`src/rtl/jpeg_rld_pkg.sv`:
```
// Shared types for the JPEG run-length decoder: FSM states, token classes and the token classifier.
package jpeg_rld_pkg;

    localparam int         BLOCK_LEN_DEF = 64;
    localparam logic [3:0] RLEN_ZRL      = 4'hf;

    typedef enum logic [1:0] {IDLE, RUN, COEF, FILL} state_t;
    typedef enum logic [2:0] {DC, AC, ZRL, EOB, BAD} tok_t;

    function automatic tok_t classify_token(input logic bstart, input logic [3:0] rlen,
                                            input logic [3:0] size);
        if (bstart)            return DC;
        if (size != 4'd0)      return AC;
        if (rlen == 4'd0)      return EOB;
        if (rlen == RLEN_ZRL)  return ZRL;
        return BAD;
    endfunction

endpackage

```
`src/rtl/jpeg_rld_tok.sv`:
```
// One-entry token register: classifies the incoming token and holds its amplitude while its run drains.
module jpeg_rld_tok
    import jpeg_rld_pkg::*;
#(
    parameter int DW = 11
) (
    input  logic          i_clk,
    input  logic          i_rst,
    input  logic          i_ena,
    input  logic          i_load,
    input  logic          i_bstart,
    input  logic [3:0]    i_rlen,
    input  logic [3:0]    i_size,
    input  logic [DW-1:0] i_amp,
    input  logic          i_trunc,
    output logic [2:0]    o_type,
    output logic [DW-1:0] o_amp,
    output logic          o_has_amp
);

    tok_t          w_type;
    logic          w_has_amp;
    logic [DW-1:0] r_amp;
    logic          r_has_amp;

    assign w_type    = classify_token(i_bstart, i_rlen, i_size);
    // A truncated run loses its amplitude: the block ends before it is reached.
    assign w_has_amp = ((w_type == DC) || (w_type == AC)) && !i_trunc;

    always_ff @(posedge i_clk or negedge i_rst) begin
        if (!i_rst) begin
            r_amp     <= '0;
            r_has_amp <= 1'b0;
        end else if (i_ena && i_load) begin
            r_amp     <= i_amp;
            r_has_amp <= w_has_amp;
        end
    end

    // Bypass on load so the first output of a token leaves on its accept edge.
    assign o_type    = w_type;
    assign o_amp     = i_load ? i_amp : r_amp;
    assign o_has_amp = i_load ? w_has_amp : r_has_amp;

endmodule

```
`src/rtl/jpeg_rld.sv`:
```
// JPEG run-length decoder: expands (rlen,size,amp) tokens into BLOCK_LEN zig-zag coefficients.
// Define JPEG_RLD_ERR_EN to drive the err pulse; otherwise err is tied low.
module jpeg_rld
    import jpeg_rld_pkg::*;
#(
    parameter int BLOCK_LEN = BLOCK_LEN_DEF,
    parameter int DW        = 11,
    parameter int AW        = 12
) (
    input  logic          i_clk,
    input  logic          i_rst,
    input  logic          i_ena,
    input  logic          i_den,
    input  logic          i_bstart,
    input  logic [3:0]    i_rlen,
    input  logic [3:0]    i_size,
    input  logic [AW-1:0] i_amp,
    output logic          o_rdy,
    output logic [DW-1:0] o_dout,
    output logic          o_dval,
    output logic          o_dstrb,
    output logic          o_dlast,
    output logic          o_err
);

    localparam int            IW   = $clog2(BLOCK_LEN);
    localparam int            CW   = (IW + 1 > 5) ? IW + 1 : 5;
    localparam logic [IW-1:0] LAST = IW'(BLOCK_LEN - 1);

    state_t        r_state, w_state_nxt;
    logic [IW-1:0] r_idx, w_base, w_eidx;
    logic [CW-1:0] r_run, w_cnt, w_space, w_eff, w_left;
    logic          r_full;
    logic [DW-1:0] r_dout;
    logic          r_dval, r_dstrb, r_dlast;
    logic [2:0]    w_type_raw;
    tok_t          w_type;
    logic [DW-1:0] w_amp;
    logic          w_has_amp, w_accept, w_drop, w_trunc, w_emit, w_last;

    assign o_rdy    = (r_state == IDLE) || (r_state == COEF);
    assign w_accept = i_ena && i_den && o_rdy;

    jpeg_rld_tok #(.DW(DW)) u_tok (
        .i_clk     (i_clk),
        .i_rst     (i_rst),
        .i_ena     (i_ena),
        .i_load    (w_accept),
        .i_bstart  (i_bstart),
        .i_rlen    (i_rlen),
        .i_size    (i_size),
        .i_amp     (i_amp[DW-1:0]),
        .i_trunc   (w_trunc),
        .o_type    (w_type_raw),
        .o_amp     (w_amp),
        .o_has_amp (w_has_amp)
    );

    assign w_type  = tok_t'(w_type_raw);
    assign w_drop  = (r_state == IDLE) && (w_type != DC);
    assign w_base  = (w_type == DC) ? '0 : r_idx;
    assign w_space = CW'(BLOCK_LEN) - CW'(w_base);
    assign w_trunc = w_cnt > w_space;
    assign w_eff   = w_trunc ? w_space : w_cnt;

    // Number of outputs the incoming token owes, amplitude included.
    always_comb begin
        w_cnt = '0;
        case (w_type)
            DC, AC, BAD: w_cnt = CW'(i_rlen) + CW'(1);
            ZRL:         w_cnt = CW'(16);
            EOB:         w_cnt = w_space;
            default:     w_cnt = '0;
        endcase
    end

    always_ff @(posedge i_clk or negedge i_rst) begin
        if (!i_rst) r_state <= IDLE;
        else if (i_ena) r_state <= w_state_nxt;
    end

    always_comb begin
        w_state_nxt = r_state;
        if (w_emit) begin
            if (w_last)             w_state_nxt = IDLE;
            else if (w_left == '0)  w_state_nxt = COEF;
            else if (w_accept)      w_state_nxt = (w_type == EOB) ? FILL : RUN;
        end
    end

    // Output decode: a freshly accepted token emits on its own edge; otherwise RUN/FILL drain.
    always_comb begin
        w_emit = 1'b0;
        w_eidx = r_idx;
        w_left = r_run;
        if (w_accept && !w_drop) begin
            w_emit = 1'b1;
            w_eidx = w_base;
            w_left = w_eff - CW'(1);
        end else if (!w_accept && ((r_state == RUN) || (r_state == FILL))) begin
            w_emit = 1'b1;
            w_left = r_run - CW'(1);
        end
        w_last = w_emit && (w_eidx == LAST);
    end

    always_ff @(posedge i_clk or negedge i_rst) begin
        if (!i_rst) begin
            r_idx   <= '0;
            r_run   <= '0;
            r_full  <= 1'b0;
            r_dout  <= '0;
            r_dval  <= 1'b0;
            r_dstrb <= 1'b0;
            r_dlast <= 1'b0;
        end else if (i_ena) begin
            if (w_emit) begin
                r_idx <= w_eidx + IW'(1);
                r_run <= w_left;
            end
            // A block that filled without an EOB may still see its trailing EOB.
            if (w_last)        r_full <= w_accept ? (w_type != EOB) : (r_state != FILL);
            else if (w_accept) r_full <= 1'b0;
            r_dval  <= w_emit;
            r_dout  <= (w_emit && w_has_amp && (w_left == '0)) ? w_amp : '0;
            r_dstrb <= w_emit && (w_eidx == '0);
            r_dlast <= w_last;
        end
    end

    assign o_dout  = r_dout;
    assign o_dval  = r_dval;
    assign o_dstrb = r_dstrb;
    assign o_dlast = r_dlast;

`ifdef JPEG_RLD_ERR_EN
    logic w_amp_bad, w_err, r_err;
    assign w_amp_bad = ((w_type == DC) || (w_type == AC)) &&
                       (i_amp[AW-1:DW] != {(AW-DW){i_amp[DW-1]}});
    assign w_err = w_accept && ((w_drop && !((w_type == EOB) && r_full)) || (w_type == BAD) ||
                                ((w_type == DC) && (r_state == COEF)) ||
                                (w_trunc && !w_drop) || w_amp_bad);

    always_ff @(posedge i_clk or negedge i_rst) begin
        if (!i_rst) r_err <= 1'b0;
        else if (i_ena) r_err <= w_err;
    end
    assign o_err = r_err;
`else
    logic w_unused;
    assign w_unused = ^{i_amp[AW-1:DW], r_full};
    assign o_err    = 1'b0;
`endif

endmodule
```
`config.mk`:
```
export PLATFORM = sky130hd
export DESIGN_NAME = jpeg_rld
export DESIGN_NICKNAME = d
export VERILOG_FILES = /design/src/rtl/jpeg_rld_pkg.sv /design/src/rtl/jpeg_rld_tok.sv /design/src/rtl/jpeg_rld.sv
export SDC_FILE = /design/constraint.sdc
export NUM_CORES = 1
export LEC_CHECK = 0
export ABC_CLOCK_PERIOD_IN_PS = 7000
export CORE_ASPECT_RATIO = 1.25
export CORE_MARGIN = 2
export CORE_UTILIZATION = 45
export DETAILED_ROUTE_END_ITERATION = 10
export PLACE_DENSITY = 0.68
export SLEW_MARGIN = 20
export SYNTH_ARGS = -nofsm -noshare
export SYNTH_HDL_FRONTEND = slang
export SYNTH_SLANG_ARGS = --single-unit
```
`constraint.sdc`:
```
create_clock -name i_clk -period 7 [get_ports i_clk]
set_input_delay 1.75 -clock i_clk [delete_from_list [all_inputs] [get_ports i_clk]]
set_output_delay 1.75 -clock i_clk [all_outputs]
set_load 0.01 [all_outputs]
```
==> flow_summary.toml <==
[outcome]
status = "complete, no violations"

[timing]
rsz0062_at_grt = "no"
fin_setup_tns_ns = 0
worstMarginPinSlew_ns = 0.884
layout_min_cycle_time_ns = 6.55
slew_viol_final = 0
fin_crit_sh = 0.936
fmax_mhz = 153
skew_ns = 0.00630
setup_viol = 0
finalHoldViolations = 0
slew_headroom = 0.411

[logic_synthesis]
synth_edf_count = 0
synth_cell_type_count = 59
yosys.area.top_type = "dfrtp_1"
yosys_warnings = 0
ys.flop_type = "dfrtp_1"
async_flop_share = 1.00
syn_area_um2 = 2580
seq_area_frac_synth = 0.397
syn_area_per_cell_um2 = 8.73
yosysTopAreaCellShare = 0.397
synth_area_leaders = "dfrtp_1 40%, nand2_1 9.3%, ha_1 5.8%"
synthCells = 296
syn_nets = 333
ys_ff_latch = 41

[cts]
cts_tree = "yes"
ctsResizeCount = 0
clk_latency_ns = 0.29
path_clk_slew_ns = 0.08
max-clock-path-buffers = 2
cts_sinks = 41
post_cts_buffers = 0
htree_levels = 2
root_buffer = "clkbuf_8"
hold_buffers = 0
numCtsBuffers = 5

[power_and_ir_drop]
ir_worst_vdd_v = 0.000182
powerDensity_nw_per_um2 = 346
p_total_w = 0.00109
power.leakage_nw = 1.42

[global_routing]
antenna_found_initial = 0
grt_pass1_wl_mm = 10.4
grt_pass1_vias = 2209
grt_max_degree = 42
grtUsageTotal = 0.205
overflow = 0

[setup_path]
cp_max_fo = 12
arrival_ns = 6.78
r2r_start = "r_idx[0]"
path_cells = "clkdlybuf4s50_1, inv_1, ha_1, or3b_1, or3_1, mux2_4, inv_2, ha_1, and4_1, a21oi_1, o31ai_1, buf_4, nor2_4, mux2_2, ha_1, inv_1, a2111oi_1, a41oi_1, xnor2_1, a21oi_2, nor3_1, and2_4, a32o_1"
start_kind = "primary input"
path_class = "in -> reg"
max_stage_delay_ns = 0.45
endpoint_kind = "flip-flop"
cp_slowest_cell = "clkdlybuf4s50_1"
crit_required_ns = 7.23
crit_start = "i_rlen[1]"
path_common_cell = "ha_1"

[route]
antenna_left = 0
wl_per_cell_um = 15.0
post-route-drc-count = 0
wirelength_mm = 5.95
vias = 2255
detailedRoute.firstIterationViolations = 90
firstDrtPassIters = 6
via_per_inst = 5.67

[layout]
final_core_util = 0.575
drive_gt1_frac = 0.0868
final_common_cell = "nand2_1"
area_growth_pct = 22.0
mostFrequentLayoutCells = "64 x nand2_1, 41 x dfrtp_1, 37 x clkdlybuf4s50_1, 19 x o21ai_0, 15 x nor2_1"
final_cell_area_um2 = 3150
n_antenna_cell = 0
final_nets = 370
fill_cells = 495

[placed_design]
dpl_cell_area_um2 = 3020
dp_hpwl_mm = 4.29
portBuffers = 38
gp_congestion = 0.873

[die]
core_um2 = 5480
rows = 30
dieArea_um2 = 6370
io_pins = 41
initial_core_util = 0.471
die_h_um = 88.7
die_x_um = 71.8

[run]
maxCapViolations = 0

[min_path]
hold_class = "reg -> reg"
hp-start = "u_tok.r_amp[10]"
-- cells in the mapped netlist, types with 6 or more instances --
library cell  count
clkbuf_1         11
xnor2_1           8
dfrtp_1          41
nor2_1           15
nand2_1          64
o21ai_0          19
nor3_1            7
a21oi_1          12
nand3_1           8
a32o_1           11
ha_1             12
inv_1            14
xor2_1            6
-- worst max-delay path, delay by kind of cell --
kind	cells	cell delay [ns]
and+or+nand+nor	6	1.77
adders and majority gates	3	0.58
muxes	2	0.59
buffers and inverters	5	0.80
xor gates and xnor gates	1	0.25
AOI/OAI and AO/OA	6	1.04
-- through the flow --
stage / setup slack [ns] / std cells / hold slack (ns)
detailed placement: 0.150 / 390 / 0.460
finish: 0.449 / 398 / 0.480
global route: 0.0162 / 398 / 0.503
floorplan: 0.886 / 296 / 0.441
global placement: 0.217 / 390 / 0.457
CTS: 0.435 / 398 / 0.479
-- power by group --
group	internal (W)	switching, W
clock network	0.000142	0.0000810
logic	0.000208	0.000286
registers	0.000311	0.0000627
total	0.000661	0.000429
-- path summary, 6_finish.rpt --
kind | endpoint | slack (ns) | cells past startpoint
setup / recovery | o_dout[7] | 0.45 | 23
hold / removal | u_tok.r_amp[10] | 0.48 | 2
setup reg to reg | o_dout[7] | 2.13 | 21
hold reg to reg | u_tok.r_amp[10] | 0.48 | 2
max in group asynchronous | o_dout[6] | 4.87 | 1
min in group asynchronous | o_dout[7] | 1.58 | 1
-- kinds of logic after synthesis --
kind of cell | share of synthesized area
buf+inv | 0.0470
simple gates | 0.221
compound gates | 0.214
fa+ha+maj | 0.0581
xor+xnor | 0.0475
other cells | 0.00145
mux | 0.0145
flops | 0.397
-- final cells by class --
class                           instances  area, um2  share of cell area
Clock inverter                          3       65.1              0.0206
Inverter                               15       56.3              0.0179
Multi-Input combinational cell        226       1440               0.456
Clock buffer                            5       68.8              0.0218
Sequential cell                        41       1030               0.325
Tap cell                               64       80.1              0.0254
Timing Repair Buffer                   44        420               0.133
-- state kept, by name (all words and copies together) (netlist names) --
register / count
u_tok.r_has_amp: 1
o_dval: 1
r_idx: 6
r_run: 7
u_tok.r_amp: 11
o_dlast: 1
o_dstrb: 1
o_dout: 11
r_state: 2
-- routing by layer --
layer / global-route usage / wire [um] / vias up
li1: - / - / 1132
met1: 0.266 / 2720 / 1061
met2: 0.354 / 2860 / 52
met3: 0.0342 / 264 / 10
met4: 0.0566 / 108 / 0
met5: 0 / 0 / -
No activity file was read; power rests on OpenSTA's default activity.
